--- src/rtl/alu_74181_pkg.sv ---
// Shared constants for the dual-implementation 74181 ALU.
// Optional cross-check output is enabled by defining ALU_XCHECK_EN.
package alu_74181_pkg;

    localparam int ALU_W = 4;

    localparam logic M_ARITH = 1'b0;
    localparam logic M_LOGIC = 1'b1;

    // Function selects; SUB and XOR share an encoding and differ only by M.
    localparam logic [3:0] S_ADD = 4'b1001;
    localparam logic [3:0] S_SUB = 4'b0110;
    localparam logic [3:0] S_DEC = 4'b1111;
    localparam logic [3:0] S_XOR = 4'b0110;
    localparam logic [3:0] S_DBL = 4'b1100;

    localparam logic [3:0] F_RESET = 4'b0000;

endpackage

--- src/rtl/alu_74181_cla.sv ---
// Gate-level 74181 datapath: per-bit X/Y terms with explicit lookahead carries.
// Purely combinational; registered by alu_74181_dual_top.
module alu_74181_cla
    import alu_74181_pkg::*;
(
    input  logic [ALU_W-1:0] i_a,
    input  logic [ALU_W-1:0] i_b,
    input  logic [3:0]       i_s,
    input  logic             i_m,
    input  logic             i_cn,
    output logic [ALU_W-1:0] o_f,
    output logic             o_p,
    output logic             o_g
);

    logic [ALU_W-1:0] w_x;
    logic [ALU_W-1:0] w_y;
    logic [ALU_W-1:0] w_h;
    logic [ALU_W-1:0] w_c;

    assign w_x = i_a | (i_b & {ALU_W{i_s[0]}}) | (~i_b & {ALU_W{i_s[1]}});
    assign w_y = (i_a & i_b & {ALU_W{i_s[3]}}) | (i_a & ~i_b & {ALU_W{i_s[2]}});
    assign w_h = w_x ^ w_y;

    // Y implies X, so each stage generates on Y and propagates on X.
    assign w_c[0] = ~i_cn;
    assign w_c[1] = w_y[0] | (w_x[0] & w_c[0]);
    assign w_c[2] = w_y[1] | (w_x[1] & w_y[0]) | (w_x[1] & w_x[0] & w_c[0]);
    assign w_c[3] = w_y[2] | (w_x[2] & w_y[1]) | (w_x[2] & w_x[1] & w_y[0])
                  | (w_x[2] & w_x[1] & w_x[0] & w_c[0]);

    // Logic mode forces the carry term high, turning the sum into ~(X^Y).
    assign o_f = w_h ^ (w_c | {ALU_W{i_m}});

    assign o_p = ~(&w_x);
    assign o_g = ~(w_y[3] | (w_x[3] & w_y[2]) | (w_x[3] & w_x[2] & w_y[1])
                 | (w_x[3] & w_x[2] & w_x[1] & w_y[0]));

endmodule

--- src/rtl/alu_74181_dual_top.sv ---
// Two 74181 implementations (behavioural and gate-level) with registered outputs.
// Define ALU_XCHECK_EN to add the registered xcheck_err disagreement flag.
module alu_74181_dual_top
    import alu_74181_pkg::*;
(
    input  logic             clk,
    input  logic             rst_n,
    input  logic [ALU_W-1:0] A,
    input  logic [ALU_W-1:0] B,
    input  logic [3:0]       S,
    input  logic             M,
    input  logic             Cn,
    output logic [ALU_W-1:0] F_comb,
    output logic             P_comb,
    output logic             G_comb,
    output logic             Cn_out_comb,
    output logic             A_eq_B_comb,
    output logic [ALU_W-1:0] F_4bit,
    output logic             P_4bit,
    output logic             G_4bit,
    output logic             A_eq_B_4bit
`ifdef ALU_XCHECK_EN
    ,
    output logic             xcheck_err
`endif
);

    logic [ALU_W-1:0] w_x;
    logic [ALU_W-1:0] w_y;
    logic [ALU_W:0]   w_sum;
    logic [ALU_W-1:0] w_f_comb;
    logic             w_p_comb;
    logic             w_g_comb;
    logic [ALU_W-1:0] w_f_4bit;
    logic             w_p_4bit;
    logic             w_g_4bit;

    logic [ALU_W-1:0] r_f_comb;
    logic             r_p_comb;
    logic             r_g_comb;
    logic             r_cn_out_comb;
    logic             r_aeqb_comb;
    logic [ALU_W-1:0] r_f_4bit;
    logic             r_p_4bit;
    logic             r_g_4bit;
    logic             r_aeqb_4bit;

    // Behavioural path: plain addition of the per-bit X/Y terms.
    always_comb begin
        w_x = '0;
        w_y = '0;
        for (int i = 0; i < ALU_W; i++) begin
            w_x[i] = A[i] | (B[i] & S[0]) | (~B[i] & S[1]);
            w_y[i] = (A[i] & B[i] & S[3]) | (A[i] & ~B[i] & S[2]);
        end
        w_sum = {1'b0, w_x} + {1'b0, w_y} + {4'b0000, ~Cn};
        if (M == M_LOGIC) begin
            w_f_comb = ~(w_x ^ w_y);
        end else begin
            w_f_comb = w_sum[ALU_W-1:0];
        end
        w_p_comb = ~(&w_x);
        w_g_comb = ~(w_y[3] | (w_x[3] & w_y[2]) | (&w_x[3:2] & w_y[1])
                   | (&w_x[3:1] & w_y[0]));
    end

    alu_74181_cla u_cla (
        .i_a  (A),
        .i_b  (B),
        .i_s  (S),
        .i_m  (M),
        .i_cn (Cn),
        .o_f  (w_f_4bit),
        .o_p  (w_p_4bit),
        .o_g  (w_g_4bit)
    );

    // Output registers for both paths; flags reset to their inactive levels.
    always_ff @(posedge clk or negedge rst_n) begin
        if (!rst_n) begin
            r_f_comb      <= F_RESET;
            r_p_comb      <= 1'b1;
            r_g_comb      <= 1'b1;
            r_cn_out_comb <= 1'b1;
            r_aeqb_comb   <= 1'b0;
            r_f_4bit      <= F_RESET;
            r_p_4bit      <= 1'b1;
            r_g_4bit      <= 1'b1;
            r_aeqb_4bit   <= 1'b0;
        end else begin
            r_f_comb      <= w_f_comb;
            r_p_comb      <= w_p_comb;
            r_g_comb      <= w_g_comb;
            r_cn_out_comb <= ~w_sum[ALU_W];
            r_aeqb_comb   <= &w_f_comb;
            r_f_4bit      <= w_f_4bit;
            r_p_4bit      <= w_p_4bit;
            r_g_4bit      <= w_g_4bit;
            r_aeqb_4bit   <= &w_f_4bit;
        end
    end

    assign F_comb      = r_f_comb;
    assign P_comb      = r_p_comb;
    assign G_comb      = r_g_comb;
    assign Cn_out_comb = r_cn_out_comb;
    assign A_eq_B_comb = r_aeqb_comb;
    assign F_4bit      = r_f_4bit;
    assign P_4bit      = r_p_4bit;
    assign G_4bit      = r_g_4bit;
    assign A_eq_B_4bit = r_aeqb_4bit;

`ifdef ALU_XCHECK_EN
    logic r_xcheck_err;

    // Flags a disagreement for the same input vector the outputs belong to.
    always_ff @(posedge clk or negedge rst_n) begin
        if (!rst_n) begin
            r_xcheck_err <= 1'b0;
        end else begin
            r_xcheck_err <= ({w_f_comb, w_p_comb, w_g_comb, &w_f_comb} !=
                             {w_f_4bit, w_p_4bit, w_g_4bit, &w_f_4bit});
        end
    end

    assign xcheck_err = r_xcheck_err;
`endif

endmodule

--- config.mk ---
export PLATFORM = sky130hd
export DESIGN_NAME = alu_74181_dual_top
export DESIGN_NICKNAME = d
export VERILOG_FILES = /design/src/rtl/alu_74181_pkg.sv /design/src/rtl/alu_74181_cla.sv /design/src/rtl/alu_74181_dual_top.sv
export SDC_FILE = /design/constraint.sdc
export NUM_CORES = 1
export LEC_CHECK = 0
export BUFFER_PORTS_ARGS = -buffer_cell sky130_fd_sc_hd__buf_2
export CORE_MARGIN = 4
export CORE_UTILIZATION = 30
export DETAILED_ROUTE_END_ITERATION = 8
export PLACE_DENSITY_LB_ADDON = 0.15
export RECOVER_POWER = 100
export SLEW_MARGIN = 30
export SYNTH_ARGS = -nofsm -noshare
export SYNTH_HDL_FRONTEND = slang
export SYNTH_SLANG_ARGS = --single-unit
--- constraint.sdc ---
create_clock -name clk -period 1 [get_ports clk]
set_input_delay 0.1 -clock clk [delete_from_list [all_inputs] [get_ports clk]]
set_output_delay 0.1 -clock clk [all_outputs]
set_load 0.01 [all_outputs]
==> out/qor.yml <==
worst_setup_path:
  path_cells: "buf_8 -> buf_12 -> inv_12 -> nor2_2 -> a211o_1 -> ha_4 -> nor4b_2 -> mux2i_1 -> and4_1 -> nor4b_2"
  cp_slowest_cell: "ha_4"
  crit_end: "A_eq_B_4bit"
  worstPathArrival_ps: 1700
  path_buf_inv: 3
  crit_cells: 10
  startpoint: "S[1]"
  cp_max_fo: 6
  cpPeakStageDelay_ps: 310
  worstSetupStartpointType: "primary input"
  crit_path_end_kind: "flip-flop"
  worstPathRequired_ps: 1170
  cp_common_cell: "nor4b_2"
  cp_top_family: "simple AND/OR/NAND/NOR gates"
  crit_type: "primary input to flip-flop"
timing:
  fin_ws_ps: -528
  report.final.hold_viol_count: 0
  rsz0062_at_grt: "true"
  fin_crit_sh: 1.53
  max_slew_margin: 0.557
  fmax_mhz: 654
  post-route-min-period_ps: 1530
  setup_viol: 15
  maxSlewViolCount: 0
  worstMarginPinSlew_ps: 665
  hold_ws_ps: 241
drt:
  drt-wirelength-per-cell_um: 11.9
  vias: 1001
  first_iter_violations: 11
  via_per_inst: 4.59
  drt-total-wl_um: 2600
  drcViolationCount: 0
  drtPass1Iterations: 4
  ant_nets: 0
synthesis:
  synth_area_per_cell_sq_um: 10.2
  yosys_warnings: 0
  synthFlopType: "dfrtp_1"
  synth-seq-cells: 14
  synth_top_area_share: 0.256
  synth_area_leaders: "dfrtp_1 (26%), dfstp_2 (11%), ha_1 (5.1%)"
  synth.net_count: 118
  synth_cell_types: 44
  synthArstFlopShare: 1.00
  synth_area_leader_cell: "dfrtp_1"
  synth-edff-count: 0
  synthCells: 96
  synth_area_sq_um: 977
  ys_seq_area_frac: 0.364
die:
  die_w_um: 65.1
  row_count: 20
  io_pins: 31
  dieArea_sq_mm: 0.00423
  initial_core_util: 0.317
  dieHeight_um: 65.1
  fp.coreArea_sq_mm: 0.00308
clocking:
  cts.sinks: 14
  numCtsBuffers: 3
  htreeDepth: 1
  cts_root_buffer: "clkbuf_4"
  cts_max_path_buffers: 2
  cts_tree: "done"
  clkSlewWorstSetupHoldPaths_ps: 70
placement:
  place_congestion: 0.806
  hpwlAfterDp_um: 2160
  dp.cells: 204
  portBuffers: 30
  place_area_sq_mm: 0.00157
cells_and_area:
  instances_no_fill: 218
  area_delta_synth_final_pct: 88.0
  fin_util: 0.597
  n_antenna_cell: 0
  fin_nets: 197
  final_area_sq_mm: 0.00184
  layout-drive-gt1-share: 0.644
worst_hold_path:
  worstHoldStart: "A[3]"
  hp-class: "primary input to flip-flop"
  whs_path_depth: 5
grt:
  antenna_found_initial: 0
  grt_pass1_wl_um: 4130
  grt_usage: 0.124
  grt_max_degree: 15
  grt_overflow: 0
  first_global_vias: 983
flow_run:
  cap_violations: 0
pwr:
  p_leak_nw: 0.822
  p_per_area_mw_per_mm2: 1090
  vdd_ir_drop_max_mv: 0.425
  power.total_mw: 2.01
status:
  violations: "negative setup slack"
  outcome: "finished, violations left"
cells in the mapped netlist (3+ instances only):
master,instances
dfrtp_1,10
inv_1,7
nor2_1,7
a21oi_1,6
nand2_1,5
dfstp_2,4
ha_1,4
mux2i_1,4
nor2b_1,4
xnor2_1,3
worst min path at each step:
stage                              to  slack, ps
after floorplan           A_eq_B_4bit       -200
after global placement      F_4bit[0]         -2
after detailed placement    F_4bit[0]       -0.9
after CTS                   F_4bit[0]        250
after global routing           G_comb        270
final                          G_4bit        240
state kept, by name, summed over array words and instances, names as in the netlist:
signal	cells
F_4bit	4
G_comb	1
F_comb	4
P_4bit	1
A_eq_B_comb	1
Cn_out_comb	1
A_eq_B_4bit	1
G_4bit	1
what timing repair did:
item	4_1_cts	5_1_grt
resized for setup	21	18
buffers inserted	6	4
endpoints found under the hold margin	14	0
setup endpoints to repair	18	18
hold buffers	1	0
pin swaps	13	11
metrics by stage:
step / setup WS, ps / setup TNS, ps
after floorplan: -637 / -3760
after global placement: -861 / -7820
after detailed placement: -866 / -8020
after CTS: -532 / -3860
after global routing: -569 / -4310
final: -528 / -3740
power by group:
part	total, mW	switching [mW]	internal [mW]
sequential	0.702	0.0277	0.674
combinational	0.999	0.445	0.554
clock	0.305	0.151	0.154
total	2.01	0.624	1.38
routing by layer:
metal,GRT usage,share of wire
met1,0.136,0.39
met2,0.240,0.57
met3,0.00520,0.035
met4,0.0570,0.0081
met5,0,0
cells in the final DEF (no fill, tap or decap), types with 3 or more instances in the layout:
cell	n
a21oi_1	3
a21oi_2	4
buf_2	10
buf_4	38
buf_6	13
clkbuf_1	12
clkbuf_4	3
dfrtp_1	10
dfstp_2	4
ha_4	3
inv_1	3
inv_2	4
mux2i_1	3
nor2_1	5
xnor2_1	3
tightest hold or removal path: stages:
cell and delay (ps):
buf_2 70, inv_1 40, o211ai_1 110, buf_4 140, a21oi_2 40
cell families (layout without fill, tap and decap cells):
kind of cell	count (synthesis)	count (layout)	share of synthesized area
AO/OA/AOI/OAI	22	22	0.186
XOR/XNOR	5	5	0.0448
adder cells (fa/ha/maj)	6	6	0.0922
buffers and inverters	10	88	0.0435
flip-flops	14	14	0.364
multiplexers	7	7	0.0794
AND/OR/NAND/NOR	32	32	0.191
layout make-up:
type / count / area [sq um]
Clock buffer: 4 / 26.3
Fill cell: 281 / 1240
Inverter: 8 / 42.5
Multi-Input combinational cell: 72 / 769
Sequential cell: 14 / 355
Tap cell: 44 / 55.1
Timing Repair Buffer: 76 / 588
(Power assumes the default switching activity.)
